### src/rtl/fp_seq_pkg.sv
// Shared types and phase-path table for the F-PM phase sequencer.
package fp_seq_pkg;

    typedef enum logic [1:0] {IDLE, CLR, PHASE, DONE} top_state_t;
    typedef enum logic [1:0] {S1, GAP, S2} sub_step_t;

    localparam logic [3:0] F_NONE = 4'd0;
    localparam logic [3:0] F1  = 4'd1;
    localparam logic [3:0] F2  = 4'd2;
    localparam logic [3:0] F3  = 4'd3;
    localparam logic [3:0] F4  = 4'd4;
    localparam logic [3:0] F5  = 4'd5;
    localparam logic [3:0] F6  = 4'd6;
    localparam logic [3:0] F7  = 4'd7;
    localparam logic [3:0] F8  = 4'd8;
    localparam logic [3:0] F9  = 4'd9;
    localparam logic [3:0] F10 = 4'd10;
    localparam logic [3:0] F11 = 4'd11;
    localparam logic [3:0] F12 = 4'd12;
    localparam logic [3:0] F13 = 4'd13;

    localparam int OP_AD  = 0;
    localparam int OP_SD  = 1;
    localparam int OP_MW  = 2;
    localparam int OP_DW  = 3;
    localparam int OP_AF  = 4;
    localparam int OP_SF  = 5;
    localparam int OP_MF  = 6;
    localparam int OP_DF  = 7;
    localparam int OP_NRF = 8;
    localparam int N_OPS  = 9;

    // Phase that follows ph once its loop (if any) is finished; F_NONE ends the op.
    function automatic logic [3:0] next_phase(input logic [N_OPS-1:0] op,
                                              input logic [3:0]       ph);
        logic [3:0] nxt;
        logic       fadd;
        nxt  = F_NONE;
        fadd = op[OP_AF] | op[OP_SF];
        case (ph)
            F1:      nxt = (op[OP_AD] | op[OP_SD]) ? F7 : (op[OP_NRF] ? F8 : F2);
            F2:      nxt = fadd ? F3 : F4;
            F3:      nxt = F4;
            F4:      nxt = fadd ? F5 : F6;
            F5:      nxt = F8;
            F6:      nxt = op[OP_MW] ? F10 : (op[OP_DW] ? F7 : F8);
            F7:      nxt = F10;
            F8:      nxt = op[OP_DF] ? F9 : F13;
            F9:      nxt = F13;
            default: nxt = F_NONE;
        endcase
        return nxt;
    endfunction

    function automatic logic is_loop_phase(input logic [3:0] ph);
        return (ph == F3) || (ph == F6) || (ph == F8);
    endfunction

endpackage

### src/rtl/fp_strobe.sv
// Per-phase strobe timing: S1 (strob_fp_ low), STROB_GAP idle cycles, S2 (strob2_fp high).
module fp_strobe
    import fp_seq_pkg::*;
#(
    parameter int STROB_GAP = 2
) (
    input  logic clk,
    input  logic srst,
    input  logic i_go,
    output logic o_strob_n,
    output logic o_strob2,
    output logic o_last
);

    localparam logic [3:0] GAP_LAST = 4'(STROB_GAP - 1);

    logic      r_active;
    sub_step_t r_step;
    logic [3:0] r_gap;

    logic      w_active_next;
    sub_step_t w_step_next;
    logic [3:0] w_gap_next;

    always_ff @(posedge clk) begin
        if (srst) begin
            r_active <= 1'b0;
            r_step   <= S1;
            r_gap    <= 4'd0;
        end else begin
            r_active <= w_active_next;
            r_step   <= w_step_next;
            r_gap    <= w_gap_next;
        end
    end

    // A go pulse is honoured when idle or in S2, so phases chain with no dead cycle.
    always_comb begin
        w_active_next = r_active;
        w_step_next   = r_step;
        w_gap_next    = r_gap;
        if (!r_active || r_step == S2) begin
            w_active_next = i_go;
            w_step_next   = S1;
            w_gap_next    = 4'd0;
        end else if (r_step == S1) begin
            w_step_next = GAP;
            w_gap_next  = 4'd0;
        end else if (r_gap == GAP_LAST) begin
            w_step_next = S2;
        end else begin
            w_gap_next = r_gap + 4'd1;
        end
    end

    assign o_strob_n = !(r_active && r_step == S1);
    assign o_strob2  = r_active && (r_step == S2);
    assign o_last    = r_active && (r_step == S2);

endmodule

### src/rtl/fp_seq.sv
// F-PM phase sequencer: walks the op-specific F1..F13 path, handles loop phases and aborts.
module fp_seq
    import fp_seq_pkg::*;
#(
    parameter int STROB_GAP = 2,
    parameter int MAX_LOOP  = 64
) (
    input  logic        __clk,
    input  logic        clr,
    input  logic        start,
    input  logic        ad,
    input  logic        sd,
    input  logic        mw,
    input  logic        dw,
    input  logic        af,
    input  logic        sf,
    input  logic        mf,
    input  logic        df,
    input  logic        nrf,
    input  logic        fic,
    input  logic        end_,
    input  logic        di,
    output logic [12:0] f_,
    output logic        strob_fp_,
    output logic        strob2_fp,
    output logic        _0_f_,
    output logic        busy,
    output logic        done,
    output logic        err
);

    localparam int             CW        = $clog2(MAX_LOOP) + 1;
    localparam logic [CW-1:0] LOOP_LAST = CW'(MAX_LOOP - 1);

    top_state_t       r_state;
    logic [3:0]       r_phase;
    logic [N_OPS-1:0] r_op;
    logic [CW-1:0]    r_cnt;
    logic             r_err;

    top_state_t       w_state_next;
    logic [3:0]       w_phase_next;
    logic [N_OPS-1:0] w_op_next;
    logic [CW-1:0]    w_cnt_next;
    logic             w_err_next;

    logic [N_OPS-1:0] w_op_in;
    logic [3:0]       w_path_next;
    logic             w_go;
    logic             w_last;
    logic             w_div_op;
    logic             w_early_end;
    logic             w_div_err;
    logic             w_repeat;

    assign w_op_in     = {nrf, df, mf, sf, af, dw, mw, sd, ad};
    assign w_path_next = next_phase(r_op, r_phase);
    assign w_div_op    = r_op[OP_DW] | r_op[OP_DF];
    assign w_div_err   = w_div_op && di && (r_phase == F6 || r_phase == F7);
    assign w_early_end = w_div_op && (r_phase == F6) && !end_;
    assign w_repeat    = is_loop_phase(r_phase) && fic && !w_early_end;

    fp_strobe #(
        .STROB_GAP (STROB_GAP)
    ) u_strobe (
        .clk       (__clk),
        .srst      (clr),
        .i_go      (w_go),
        .o_strob_n (strob_fp_),
        .o_strob2  (strob2_fp),
        .o_last    (w_last)
    );

    always_ff @(posedge __clk) begin
        if (clr) begin
            r_state <= IDLE;
            r_phase <= F_NONE;
            r_op    <= '0;
            r_cnt   <= '0;
            r_err   <= 1'b0;
        end else begin
            r_state <= w_state_next;
            r_phase <= w_phase_next;
            r_op    <= w_op_next;
            r_cnt   <= w_cnt_next;
            r_err   <= w_err_next;
        end
    end

    always_comb begin
        w_state_next = r_state;
        w_phase_next = r_phase;
        w_op_next    = r_op;
        w_cnt_next   = r_cnt;
        w_err_next   = r_err;
        w_go         = 1'b0;
        case (r_state)
            IDLE: begin
                w_err_next = 1'b0;
                w_cnt_next = '0;
                if (start) begin
                    if ($countones(w_op_in) == 1) begin
                        w_op_next    = w_op_in;
                        w_state_next = CLR;
                    end else begin
                        w_state_next = DONE;
                        w_err_next   = 1'b1;
                    end
                end
            end
            CLR: begin
                w_go         = 1'b1;
                w_state_next = PHASE;
                w_phase_next = F1;
                w_cnt_next   = '0;
            end
            PHASE: begin
                // Everything is decided in the S2 cycle; other sub-steps just hold.
                if (w_last) begin
                    if (w_div_err) begin
                        w_state_next = DONE;
                        w_err_next   = 1'b1;
                    end else if (w_repeat) begin
                        if (r_cnt == LOOP_LAST) begin
                            w_state_next = DONE;
                            w_err_next   = 1'b1;
                        end else begin
                            w_cnt_next = r_cnt + 1'b1;
                            w_go       = 1'b1;
                        end
                    end else if (w_path_next == F_NONE) begin
                        w_state_next = DONE;
                        w_err_next   = 1'b0;
                    end else begin
                        w_phase_next = w_path_next;
                        w_cnt_next   = '0;
                        w_go         = 1'b1;
                    end
                end
            end
            DONE: begin
                w_state_next = IDLE;
            end
            default: begin
                w_state_next = IDLE;
            end
        endcase
    end

    genvar gi;
    generate
        for (gi = 0; gi < 13; gi++) begin : g_fline
            assign f_[gi] = !((r_state == PHASE) && (r_phase == 4'(gi + 1)));
        end
    endgenerate

    assign _0_f_ = !(r_state == CLR);
    assign busy  = (r_state == CLR) || (r_state == PHASE);
    assign done  = (r_state == DONE);
    assign err   = (r_state == DONE) && r_err;

endmodule

### config.mk
export PLATFORM = sky130hd
export DESIGN_NAME = fp_seq
export DESIGN_NICKNAME = d
export VERILOG_FILES = /design/src/rtl/fp_seq_pkg.sv /design/src/rtl/fp_strobe.sv /design/src/rtl/fp_seq.sv
export SDC_FILE = /design/constraint.sdc
export NUM_CORES = 1
export LEC_CHECK = 0
export CORE_UTILIZATION = 48
export CTS_CLUSTER_DIAMETER = 30
export DETAILED_ROUTE_END_ITERATION = 12
export PLACE_DENSITY = 0.73
export SETUP_SLACK_MARGIN = 0.2
export SYNTH_ARGS = -nofsm -noshare
export SYNTH_HDL_FRONTEND = slang
export SYNTH_SLANG_ARGS = --single-unit
### constraint.sdc
create_clock -name __clk -period 5.25 [get_ports __clk]
set_clock_uncertainty 0.2 [all_clocks]
set_input_delay 1.05 -clock __clk [delete_from_list [all_inputs] [get_ports __clk]]
set_output_delay 1.05 -clock __clk [all_outputs]
set_load 0.02 [all_outputs]
-- Yosys cells after proc, flatten, opt, wreduce, memory -nomap -nowiden
Index checks and enable logic that the tools add are counted.
- register bits after elaboration: 30
- logic and storage cells: 154
- add/sub/neg operators: 10
- equal/unequal tests: 29
- muxes and demuxes: 43
- bitwise gates (word level): 3
- reduce and logical (&&, ||, !) cells: 60
- operators by type and width (operator ; count):
    one-hot mux 4 bit (9 select lines) ; 1
    two-way mux 7 bit ; 5
    two-way mux 4 bit ; 8
    == test 4 bit (second input constant) ; 6
    logical AND 1 bit ; 22
    zero test 1 bit ; 18
    == test 4 x 3 -> 1 bit (second input constant) ; 4
    two-way mux 2 bit ; 8
    two-way mux 1 bit ; 14
    one-hot mux 7 bit (2 select lines) ; 1
    inequality test 2 bit (second input constant) ; 5
    AND reduction 5 bit ; 2
    adder 1 x 1 -> 2 bit ; 4
    == test 4 x 1 -> 1 bit (second input constant) ; 2
    == test 4 x 2 -> 1 bit (second input constant) ; 2
    inequality test 4 bit (second input constant) ; 2
    one-hot mux 2 bit (4 select lines) ; 1
    one-hot mux 4 bit (2 select lines) ; 1
    AND reduction 4 bit ; 2
    nonzero test 2 bit ; 4
    adder 7 x 1 -> 7 bit (second input constant) ; 1
    == test 7 x 6 -> 1 bit (second input constant) ; 1
    adder 2 x 2 -> 3 bit ; 2
    == test 2 bit (second input constant) ; 3
    15 further kinds ; 26

-- Longest topological paths before layout
Gate-level depths: netlist (run 1).
- depth after elaboration: 9
- gate-level depth with buffers: 14
- mapped depth without buffers: 13

-- Modules after synthesis
Synthesis (run 1) repeated with hierarchy kept, for this count alone.
- cells, all modules: 245
- area total of the unflattened synthesis: 1961.9 um^2
- modules (own cells, without submodules) (module ; instances ; cells each ; area each (um^2)):
    fp_seq ; 1 ; 213 ; 1646.6
    fp_strobe ; 1 ; 32 ; 315.3

-- Worst setup path after synthesis (run 1)
Ideal clock, no wire load.
- kind: input to register
- from: in ad
- to: reg r_op[0]
- library setup time: 128 ps
- arrival time: 4368 ps
- slack: 555 ps
- stages on the path: 14
- path buffers: 1
- path through: inv_1 fa_1 fa_1 fa_1 inv_1 fa_1 inv_1 fa_1 nand2_1 o41ai_1 and3_1 buf_2 mux2i_1 nor2_1
- word-level cells in the longest chain between the ends: 6
- RTL lines (what ; RTL line ; text):
    start: declaration ; fp_seq.sv:11 ; input logic ad,
    adder 1 x 1 -> 2 bit (not written as such) ; fp_seq.sv:102 ; if ($countones(w_op_in) == 1) begin
    adder 2 x 2 -> 3 bit (not written as such) ; fp_seq.sv:102 ;
    adder 3 x 3 -> 4 bit (not written as such) ; fp_seq.sv:102 ;
    adder 4 x 1 -> 5 bit (not written as such) ; fp_seq.sv:102 ;
    == test 5 x 1 -> 1 bit ; fp_seq.sv:102 ;
    AND reduction 3 bit (no line) ; n/a ;
    end signal: assignment ; fp_seq.sv:84 ; r_op <= w_op_next;
    end: declaration ; fp_seq.sv:37 ; logic [N_OPS-1:0] r_op;
Several ways; a longest one is shown, not always the timed one.
A chain may end at the register's enable or synchronous reset.

-- Final worst setup path (run 1)
- from: in ad
- to: reg r_op[2]
- word-level cells in the longest chain between the ends: 6
- RTL lines (what ; RTL line):
    adder 1 x 1 -> 2 bit (not written as such) ; fp_seq.sv:102
    adder 2 x 2 -> 3 bit (not written as such) ; fp_seq.sv:102
    adder 3 x 3 -> 4 bit (not written as such) ; fp_seq.sv:102
    adder 4 x 1 -> 5 bit (not written as such) ; fp_seq.sv:102
    == test 5 x 1 -> 1 bit ; fp_seq.sv:102
    AND reduction 3 bit (no line) ; n/a
No other way between the ends.

==> results of run 1 <==
## stage by stage
| stage | hold WS (ps) | power (uW) | worst slack, ps |
|---|---|---|---|
| CTS | 252 | 800 | 236 |
| global route | 282 | 852 | 209 |
| detailed placement | 243 | 562 | -44.5 |
| global placement | 216 | 558 | 59.7 |
| floorplan | 208 | 482 | 555 |
| finish | 247 | 799 | 440 |
## final timing paths
kind | to | slack (ps) | cells after the start
worst min register to register | r_cnt[6] | 250 | 2
worst min-delay path | r_cnt[6] | 250 | 2
worst max register to register | r_cnt[4] | 2580 | 5
worst max-delay path | r_op[2] | 440 | 15
## power by group through the flow
stage / Clock, uW / Combinational (uW) / Sequential (uW)
CTS: 242 / 290 / 269
floorplan: 0 / 226 / 256
finish: 240 / 292 / 268
global route: 254 / 327 / 271
detailed placement: 0 / 289 / 273
global placement: 0 / 285 / 272
## final cells by class
cell class | count | area (um2)
clock inverter | 1 | 30.0
sequential | 29 | 581
multi-input combinational | 179 | 1360
fill | 363 | 1550
timing repair buffer | 36 | 365
clock buffer | 7 | 86.3
tap | 50 | 62.6
inverter | 24 | 90.1
## placed cells by master (no fill, tap or decap), types with 3 or more instances in the layout
cell type        synthesis  final
a211oi_1                 3      3
a21oi_1                  7      7
a31oi_1                  5      5
a41oi_1                  4      4
and3_1                   5      5
clkbuf_8                 1      6
clkdlybuf4s50_1          0     33
dfxtp_1                 29     29
fa_1                     5      5
ha_1                     9      9
inv_1                   24     24
mux2i_1                 12     12
nand2_1                 18     18
nand3_1                 11     11
nand3b_1                 4      4
nand4_1                  4      4
nor2_1                  25     25
nor2b_1                  3      3
nor3_1                   4      4
nor3b_1                  3      3
o211ai_1                 8      8
or3_1                    3      3
xor2_1                   3      3
## per-layer routing
metal,GRT usage,routed length (um),vias up
met5,0,0,-
met4,0.0625,31,0
met3,0.0500,214,4
met2,0.357,2040,46
met1,0.268,2120,876
li1,-,-,949
## logic make-up (layout without fill, tap and decap cells)
logic type | after synthesis | after routing | synth area share
flops | 29 | 29 | 0.274
fa+ha+maj | 14 | 14 | 0.100
xor+xnor | 4 | 4 | 0.0166
mux | 12 | 12 | 0.0567
simple gates | 97 | 97 | 0.246
compound gates | 52 | 52 | 0.216
buf+inv | 38 | 68 | 0.0892
## synth_stat cells (all sizes together) (3+ instances only)
library cell	number
nand3	12
a21oi	8
nor2	27
and3	6
nor3	4
a211oi	5
o211ai	8
or3	3
mux2i	12
nand2	18
nor2b	3
ha	9
clkbuf	7
nor3b	3
inv	24
a41oi	5
nand3b	4
a31oi	6
buf	7
nand4	4
fa	5
dfxtp	29
xor2	3
o41ai	3
## sequential cells by signal, indices dropped and copies added, names as in the netlist
signal             cells
r_cnt                  7
r_err                  1
r_op                   8
r_phase                4
r_state                2
u_strobe.r_active      1
u_strobe.r_gap         4
u_strobe.r_step        2
## worst register-to-register path, cell delays in order, from the launching register on
cell	delay [ps]
dfxtp_1	840
nor2_1	230
mux2i_1	350
nand4_1	370
o221ai_2	430
a31oi_1	130
==> impl_results.md, run 1 <==
- Status: finished, final reports clean
- First-pass GRT wire length: 7.47 mm
- Clk sink count: 29
- Slew margin rel.: 0.442
- Clk_lat worst skew: 280 ps
- Crit Path Max Fanout: 8
- Clk slew on worst S/H paths: 70 ps
- Vias in the first global route: 1673
- Post-CTS setup buffer count: 0
- Placed insts: 318
- Finished Layout Cells: 326
- CTS Hold Bufs: 0
- TritonCTS buffer count: 5
- Gr usage total: 0.213
- Area share of the largest cell type after synthesis: 0.274
- Remaining Overflow, GRT: 0
- Port buffer count: 33
- Period Utilization, post-route: 0.916
- Post-synthesis register bit count: 29
- Pint: 523 uW
- Final Cell Area: 2570 um2
- H-tree depth: 2
- Initial antenna violation count: 0
- RSZ-0062 raised after global routing: false
- Initial core utilization: 0.514
- Routed Antenna Nets: 0
- N_diodes: 0
- Syn avg cell area: 8.61 um2
- Final net count: 304
- Synth warn: 0
- Power Dens Cells: 311 nW/um2
- CTS tree: built
- Average vias per placed instance: 5.75
- CP required: 5190 ps
- Crit path DAT: 4750 ps
- Worst slew pin tran: 834 ps
- DR iter-0 viols: 156
- Synthesized area: 2120 um2
- Gpl congestion: 0.890
- Worst setup SP type: primary input
- Cells after Synth: 246
- Most frequent cell on the critical path: fa_1
- Sequential Power Share: 0.335
- Die width: 68.4 um
- Die Area: 4680 um2
- Root buffer cell: clkbuf_8
- Critical path endpoint category: flip-flop
- Site Rows: 23
- Final WL: 4.40 mm
- Switching power: 276 uW
- Number of synthesized flops with an enable pin: 0
- IO Pins: 34
- Max IR drop VDD: 0.234 mV
- Cell Chain, Critical Path: clkdlybuf4s50_1 > inv_1 > fa_1 > fa_1 > fa_1 > inv_1 > fa_1 > inv_1 > fa_1 > nand2_1 > o41ai_2 > and3_1 > buf_12 > mux2i_1 > nor2_1
- Via count: 1875
- CTS Buffer Depth: 2
- Synth area leaders: dfxtp_1 (27%), mux2i_1 (5.7%), ha_1 (5.3%)
- Post-layout min period: 4810 ps
- CP startpoint: ad
- Area delta synth->final: 21.4%
- CP bufs+invs: 5
- Cell Area, Placed: 2450 um2
- Core area: 4120 um2
- Hold Fails Final Rpt: 0
- Max-Cap Viols: 0
- Post-synthesis sequential area ratio: 0.274
- Drt drc: 0
- Final setup vio count: 0
- Fin Setup TNS: 0 ps
- Slew Limit Fails: 0
- Comb pwr share: 0.365
- Fmax: 208 MHz
- Hold wc startpoint: r_cnt[6]
- Yosys top cell by area: dfxtp_1
- Worst setup path class: in -> reg
- Pre-antenna DRT Iters: 4
- CP max stage cell: fa_1
- Mapped Nets: 275
- Per-cell routed wire length: 13.5 um
- Sw frac: 0.345
- Hold/Removal Path Class: reg -> reg
- Resize count post-CTS: 0
- Largest net degree at the start of global routing: 24
- Clk pwr share: 0.300
- Reg2reg start: r_phase[1]
- Largest delay share family, worst path: adder cells
- Primary FF master, synth: dfxtp_1
- DP HPWL: 3.32 mm
- Fraction of registers with async set/reset: 0
- Leak pwr: 0.000960 uW
- Max incr delay on CP: 540 ps
- Final Util: 0.625
- Distinct cells, synth: 60
- Share of cells above drive strength 1: 0.0942
- Die H: 68.4 um
No activity file was read; power rests on OpenSTA's default activity.
==> run 2: changes to the inputs <==
--- a/config.mk
+++ b/config.mk
@@ -9,2 +9,3 @@
 export CTS_CLUSTER_DIAMETER = 30
+export CTS_CLUSTER_SIZE = 8
 export DETAILED_ROUTE_END_ITERATION = 12
--- a/constraint.sdc
+++ b/constraint.sdc
@@ -4,2 +4,2 @@
 set_output_delay 1.05 -clock __clk [all_outputs]
-set_load 0.02 [all_outputs]
+set_load 0.05 [all_outputs]
==> run 2 against run 1 <==
Against the previous run: sequential cell count unchanged; sequential power about the same; worst setup slack improved by 11 ps; clock power decreased by 15%; clock-buffer cell count unchanged; cell count unchanged; fmax increased by 0.24%; design area decreased by 0.58%; via count increased by 0.64%; critical path depth decreased by 1; first-iteration DRC count decreased by 19%; register-to-register slack improved by 30 ps.
==> impl_results.md, run 2 (synthesis gave the netlist of run 1 again) <==
- Initial core utilization: 0.514 (unchanged)
- Worst setup path class: in -> reg
- Die H: 68.4 um (unchanged)
- Final Util: 0.621 (-0.00365)
- Via count: 1887 (+0.64%)
- Fin Setup TNS: 0 ps (unchanged)
- Per-cell routed wire length: 14.0 um (+4.2%)
- Initial antenna violation count: 0 (unchanged)
- Clk slew on worst S/H paths: 60 ps (about the same)
- Slack of the critical path: 451 ps (+11.4 ps)
- Die Area: 4680 um2 (unchanged)
- Share of cells above drive strength 1: 0.0978 (+0.00362)
- Gr usage total: 0.228 (+0.0148)
- Leak pwr: 0.000955 uW (-0.44%)
- Max reg flops: 8 (unchanged)
- Vias in the first global route: 1735 (+3.7%)
- Hold/Removal Path Class: reg -> reg
- Fmax: 208 MHz (+0.24%)
- Final setup vio count: 0 (unchanged)
- Setup WS pre-CTS: 0.942 ps (+45.4 ps)
- Worst setup SP type: primary input
- IO Pins: 34 (unchanged)
- Sequential Power Share: 0.339 (+0.004)
- Routed Antenna Nets: 0 (unchanged)
- Switching power: 307 uW (+11%)
- Most frequent cell on the critical path: fa_1
- Slew Limit Fails: 0 (unchanged)
- Power Dens Cells: 311 nW/um2 (about the same)
- Crit path DAT: 4730 ps (-20 ps)
- Placed insts: 318 (unchanged)
- Max incr delay on CP: 550 ps (about the same)
- CTS Buffer Depth: 2 (unchanged)
- N_diodes: 0 (unchanged)
- Cell Chain, Critical Path: clkdlybuf4s50_1 > inv_1 > fa_1 > fa_1 > fa_1 > inv_1 > fa_1 > inv_1 > fa_1 > o41ai_2 > and3_1 > buf_12 > mux2i_1 > nor2_1
- Biggest register: r_op
- Clk sink count: 29 (unchanged)
- Comb pwr share: 0.405 (+0.040)
- DR iter-0 viols: 127 (-19%)
- Final net count: 304 (unchanged)
- CTS Hold Bufs: 0 (unchanged)
- Final WL: 4.58 mm (+4.2%)
- Max IR drop VDD: 0.252 mV (+8.0%)
- Core area: 4120 um2 (unchanged)
- Root buffer cell: clkbuf_8
- Slew margin rel.: 0.420 (-0.0226)
- DP HPWL: 3.37 mm (+1.6%)
- Most common cell after layout, fill and taps aside: clkdlybuf4s50_1
- Status: finished, final reports clean
- Largest net degree at the start of global routing: 24 (unchanged)
- CP required: 5180 ps (about the same)
- Area delta synth->final: 20.7%
- Max-Cap Viols: 0 (unchanged)
- Site Rows: 23 (unchanged)
- Top flop regs: r_op: 8 flops, r_cnt: 7 flops
- First-pass GRT wire length: 7.89 mm (+5.6%)
- Gpl congestion: 0.897 (+0.76%)
- Crit Path Max Fanout: 8 (unchanged)
- Average vias per placed instance: 5.79 (+0.64%)
- Post-layout min period: 4800 ps (-11.4 ps)
- Finished Layout Cells: 326 (unchanged)
- CP max stage cell: fa_1
- Pre-antenna DRT Iters: 5 (+1)
- Hold Fails Final Rpt: 0 (unchanged)
- Port buffer count: 33 (unchanged)
- Worst slew pin tran: 868 ps (+33.7 ps)
- Sw frac: 0.387 (+0.0420)
- Clk pwr share: 0.256 (-0.044)
- H-tree depth: 2 (unchanged)
- RSZ-0062 raised after global routing: false
- Period Utilization, post-route: 0.914 (-0.00216)
- Pint: 487 uW (-7.0%)
- Remaining Overflow, GRT: 0 (unchanged)
- Total power: 794 uW (-0.64%)
- Critical path endpoint category: flip-flop
- TritonCTS buffer count: 5 (unchanged)
- R2R setup slack: 2610 ps (+30 ps)
- CTS tree: built
- Drt drc: 0 (unchanged)
- Die width: 68.4 um (unchanged)
- Clk_lat worst skew: 280 ps (about the same)
- Commonest cells after routing, fill and taps aside: clkdlybuf4s50_1 (33), dfxtp_1 (29), nor2_1 (25), inv_1 (24), nand2_1 (18)
-- run 2: changes by cell type in the layout (fill, tap and decap cells not counted), sizes merged --
cell,previous run,this run
bufinv,1,0
clkinv,0,1
-- run 2: worst paths after layout --
kind | start | endpoint | cells past startpoint
hold reg to reg | r_cnt[6] | r_cnt[6] | 2
setup reg to reg | r_phase[1] | r_cnt[3] | 5
hold / removal | r_cnt[6] | r_cnt[6] | 2
setup / recovery | ad | r_op[5] | 14
-- run 2: layer usage --
layer | track usage | vias to the layer above | wire length (um)
met5 | 0 | - | 0
met4 | 0.0703 | 0 | 36
met3 | 0.0583 | 4 | 215
met2 | 0.371 | 50 | 2170
met1 | 0.291 | 883 | 2160
li1 | - | 950 | -
-- run 2: power by group through the flow --
stage               registers (uW)  clock network (uW)  logic (uW)
detailed placement             273                   0         317
floorplan                      256                   0         256
finish                         269                 203         322
global route                   273                 219         357
global placement               272                   0         315
CTS                            268                 208         318
-- run 2: worst max-delay path: cells and delay by family --
kind                     cells  cell delay (ps)
AND/OR/NAND/NOR              2              320
multiplexers                 1              200
AO/OA/AOI/OAI                1              390
buffers and inverters        5              800
adder cells (fa/ha/maj)      5             1970
-- run 2: metrics by stage --
step                area (um2)  hold slack (ps)
finish                    2550              259
global route              2550              272
CTS                       2550              254
detailed placement        2450              245
global placement          2450              216
floorplan                 2120              208
-- run 2: layout make-up --
type | instances | area [um2]
timing repair buffer | 36 | 365
clock inverter | 1 | 5.00
clock buffer | 7 | 96.3
inverter | 24 | 90.1
tap | 50 | 62.6
sequential | 29 | 581
fill | 381 | 1560
multi-input combinational | 179 | 1360
-- run 2: timing repair --
item | CTS | global route
setup endpoints to repair | 0 | 8
gates resized for setup | 0 | 1
buffers inserted | 0 | 0
==> run 3: changes to the inputs <==
- PLACE_DENSITY: 0.73 -> 0.84
==> run 3 against run 2 <==
Against the previous run: die area did not move; core utilization fell by 0.21 points; sequential share of layout area rose by 0.078 points; non-clock buffer count did not move; critical path depth rose by 1; register-to-register slack got worse by 70 ps; total power fell by 3.8%; sequential power barely moved; clock-buffer cell count fell by 1; largest cell class unchanged.
==> impl_results.md, run 3 (synthesis gave the netlist of run 1 again) <==
- Fin Setup TNS: 0 ps (unchanged)
- Average vias per placed instance: 5.84 (+0.90%)
- Area delta synth->final: 20.3%
- Routed Antenna Nets: 0 (unchanged)
- Largest net degree at the start of global routing: 24 (unchanged)
- Final net count: 304 (unchanged)
- Most frequent cell on the critical path: fa_1
- Sequential cell area: 581 um2 (unchanged)
- Hold Fails Final Rpt: 0 (unchanged)
- Slew Limit Fails: 0 (unchanged)
- IO Pins: 34 (unchanged)
- FILL cells: 367 (-3.7%)
- Status: finished, final reports clean
- Die H: 68.4 um (unchanged)
- Gpl congestion: 0.892 (-0.49%)
- Worst setup path class: in -> reg
- CTS Buffer Depth: 2 (unchanged)
- N_diodes: 0 (unchanged)
- H-tree depth: 2 (unchanged)
- CTS Hold Bufs: 0 (unchanged)
- Final Util: 0.619 (-0.00213)
- Leak pwr: 0.000972 uW (+1.7%)
- Top flop regs: r_op: 8 flops, r_cnt: 7 flops
- Fmax: 216 MHz (+3.9%)
- Largest delay share family, worst path: adder cells
- Via count: 1904 (+0.90%)
- Cell Chain, Critical Path: dlymetal6s2s_1 > inv_1 > fa_1 > fa_1 > fa_1 > inv_2 > fa_2 > inv_1 > fa_1 > nand2_1 > o41ai_2 > and3_1 > buf_12 > mux2i_1 > nor2_1
- Critical path endpoint category: flip-flop
- Initial antenna violation count: 0 (unchanged)
- Power Dens Cells: 300 nW/um2 (-3.4%)
- R2R setup slack: 2540 ps (-70 ps)
- Final WL: 4.50 mm (-1.7%)
- CTS tree: built
- Clk slew on worst S/H paths: 60 ps (about the same)
- Pre-antenna DRT Iters: 4 (-1)
- DP HPWL: 3.34 mm (-0.88%)
- Port buffer count: 33 (unchanged)
- Biggest register: r_op
- Post-CTS setup buffer count: 0 (unchanged)
- Root buffer cell: clkbuf_8
- Clk_lat worst skew: 280 ps (about the same)
- First-pass GRT wire length: 7.79 mm (-1.2%)
- CP max stage cell: fa_1
- DR iter-0 viols: 193 (+52%)
- Hold/Removal Path Class: reg -> reg
- Commonest cells after routing, fill and taps aside: clkdlybuf4s50_1 (30), dfxtp_1 (29), nor2_1 (25), inv_1 (23), nand2_1 (18)
- Die Area: 4680 um2 (unchanged)
- Most common cell after layout, fill and taps aside: clkdlybuf4s50_1
- Drt drc: 0 (unchanged)
- Remaining Overflow, GRT: 0 (unchanged)
- Crit Path Max Fanout: 8 (unchanged)
- Initial core utilization: 0.514 (unchanged)
- Final setup vio count: 0 (unchanged)
- Share of cells above drive strength 1: 0.101 (+0.00362)
- Gr usage total: 0.226 (-0.00166)
- Multi-input logic area: 1360 um2 (+0.18%)
- Max reg flops: 8 (unchanged)
- Worst setup SP type: primary input
- Cell Area, Placed: 2450 um2 (unchanged)
- CP required: 5180 ps (about the same)
- Period Utilization, post-route: 0.880 (-0.0343)
- Crit path DAT: 4550 ps (-180 ps)
- Max IR drop VDD: 0.251 mV (-0.32%)
- Vias in the first global route: 1707 (-1.6%)
- Max incr delay on CP: 570 ps (+20 ps)
- TritonCTS buffer count: 5 (unchanged)
- Worst slew pin tran: 871 ps (+3.20 ps)
- Core area: 4120 um2 (unchanged)
- Final Cell Area: 2550 um2 (-0.34%)
- Site Rows: 23 (unchanged)
- CP bufs+invs: 5 (unchanged)
- Clk sink count: 29 (unchanged)
- RSZ-0062 raised after global routing: false
- Slew margin rel.: 0.418 (-0.00214)
- Die width: 68.4 um (unchanged)
- Post-layout min period: 4620 ps (-180 ps)
- Max-Cap Viols: 0 (unchanged)
- Worst hold slack: 232 ps (-26.9 ps)
- Per-cell routed wire length: 13.8 um (-1.7%)
## run 3: power by group
part | switching (uW) | internal [uW] | leakage [uW]
clock | 79.8 | 91.4 | 0.0000450
combinational | 195 | 129 | 0.000692
sequential | 28.3 | 241 | 0.000235
## run 3: repair_timing
| action | 4_1_cts | 5_1_grt |
|---|---|---|
| setup endpoints to repair | 0 | 10 |
| endpoints found under the hold margin | 0 | 0 |
| resized for setup | 0 | 6 |
## run 3: per-stage QoR
stage / worst slack, ps / total power, uW / cells
finish: 631 / 764 / 326
global route: 379 / 819 / 326
CTS: 247 / 762 / 326
detailed placement: -48.5 / 591 / 318
global placement: 86.0 / 581 / 318
floorplan: 555 / 512 / 246
## run 3: worst min-delay path, cell delays in order (launching register included)
cell and delay [ps]:
dfxtp_1 300, nand2_1 50, a21oi_1 30
## run 3: per-layer routing
layer,up-vias,share of wire,wire length [um],GRT usage
met2,70,0.45,2040,0.360
met3,6,0.063,282,0.0667
met1,883,0.47,2120,0.286
met4,0,0.014,61,0.0807
li1,945,-,-,-
met5,-,0,0,0
## run 3: area by class of cell
class / instances / share of cell area
repair buffers: 36 / 0.146
well taps: 50 / 0.0246
inverters: 24 / 0.0354
multi-input cells: 179 / 0.533
clock buffers: 6 / 0.0285
clock inverters: 2 / 0.00393
flip-flops and latches: 29 / 0.228
## run 3: worst paths after layout
kind,startpoint,to,depth (start not counted)
setup reg to reg,r_phase[1],r_cnt[5],5
setup / recovery,dw,r_op[7],15
hold / removal,r_cnt[6],r_cnt[6],2
hold reg to reg,r_cnt[6],r_cnt[6],2
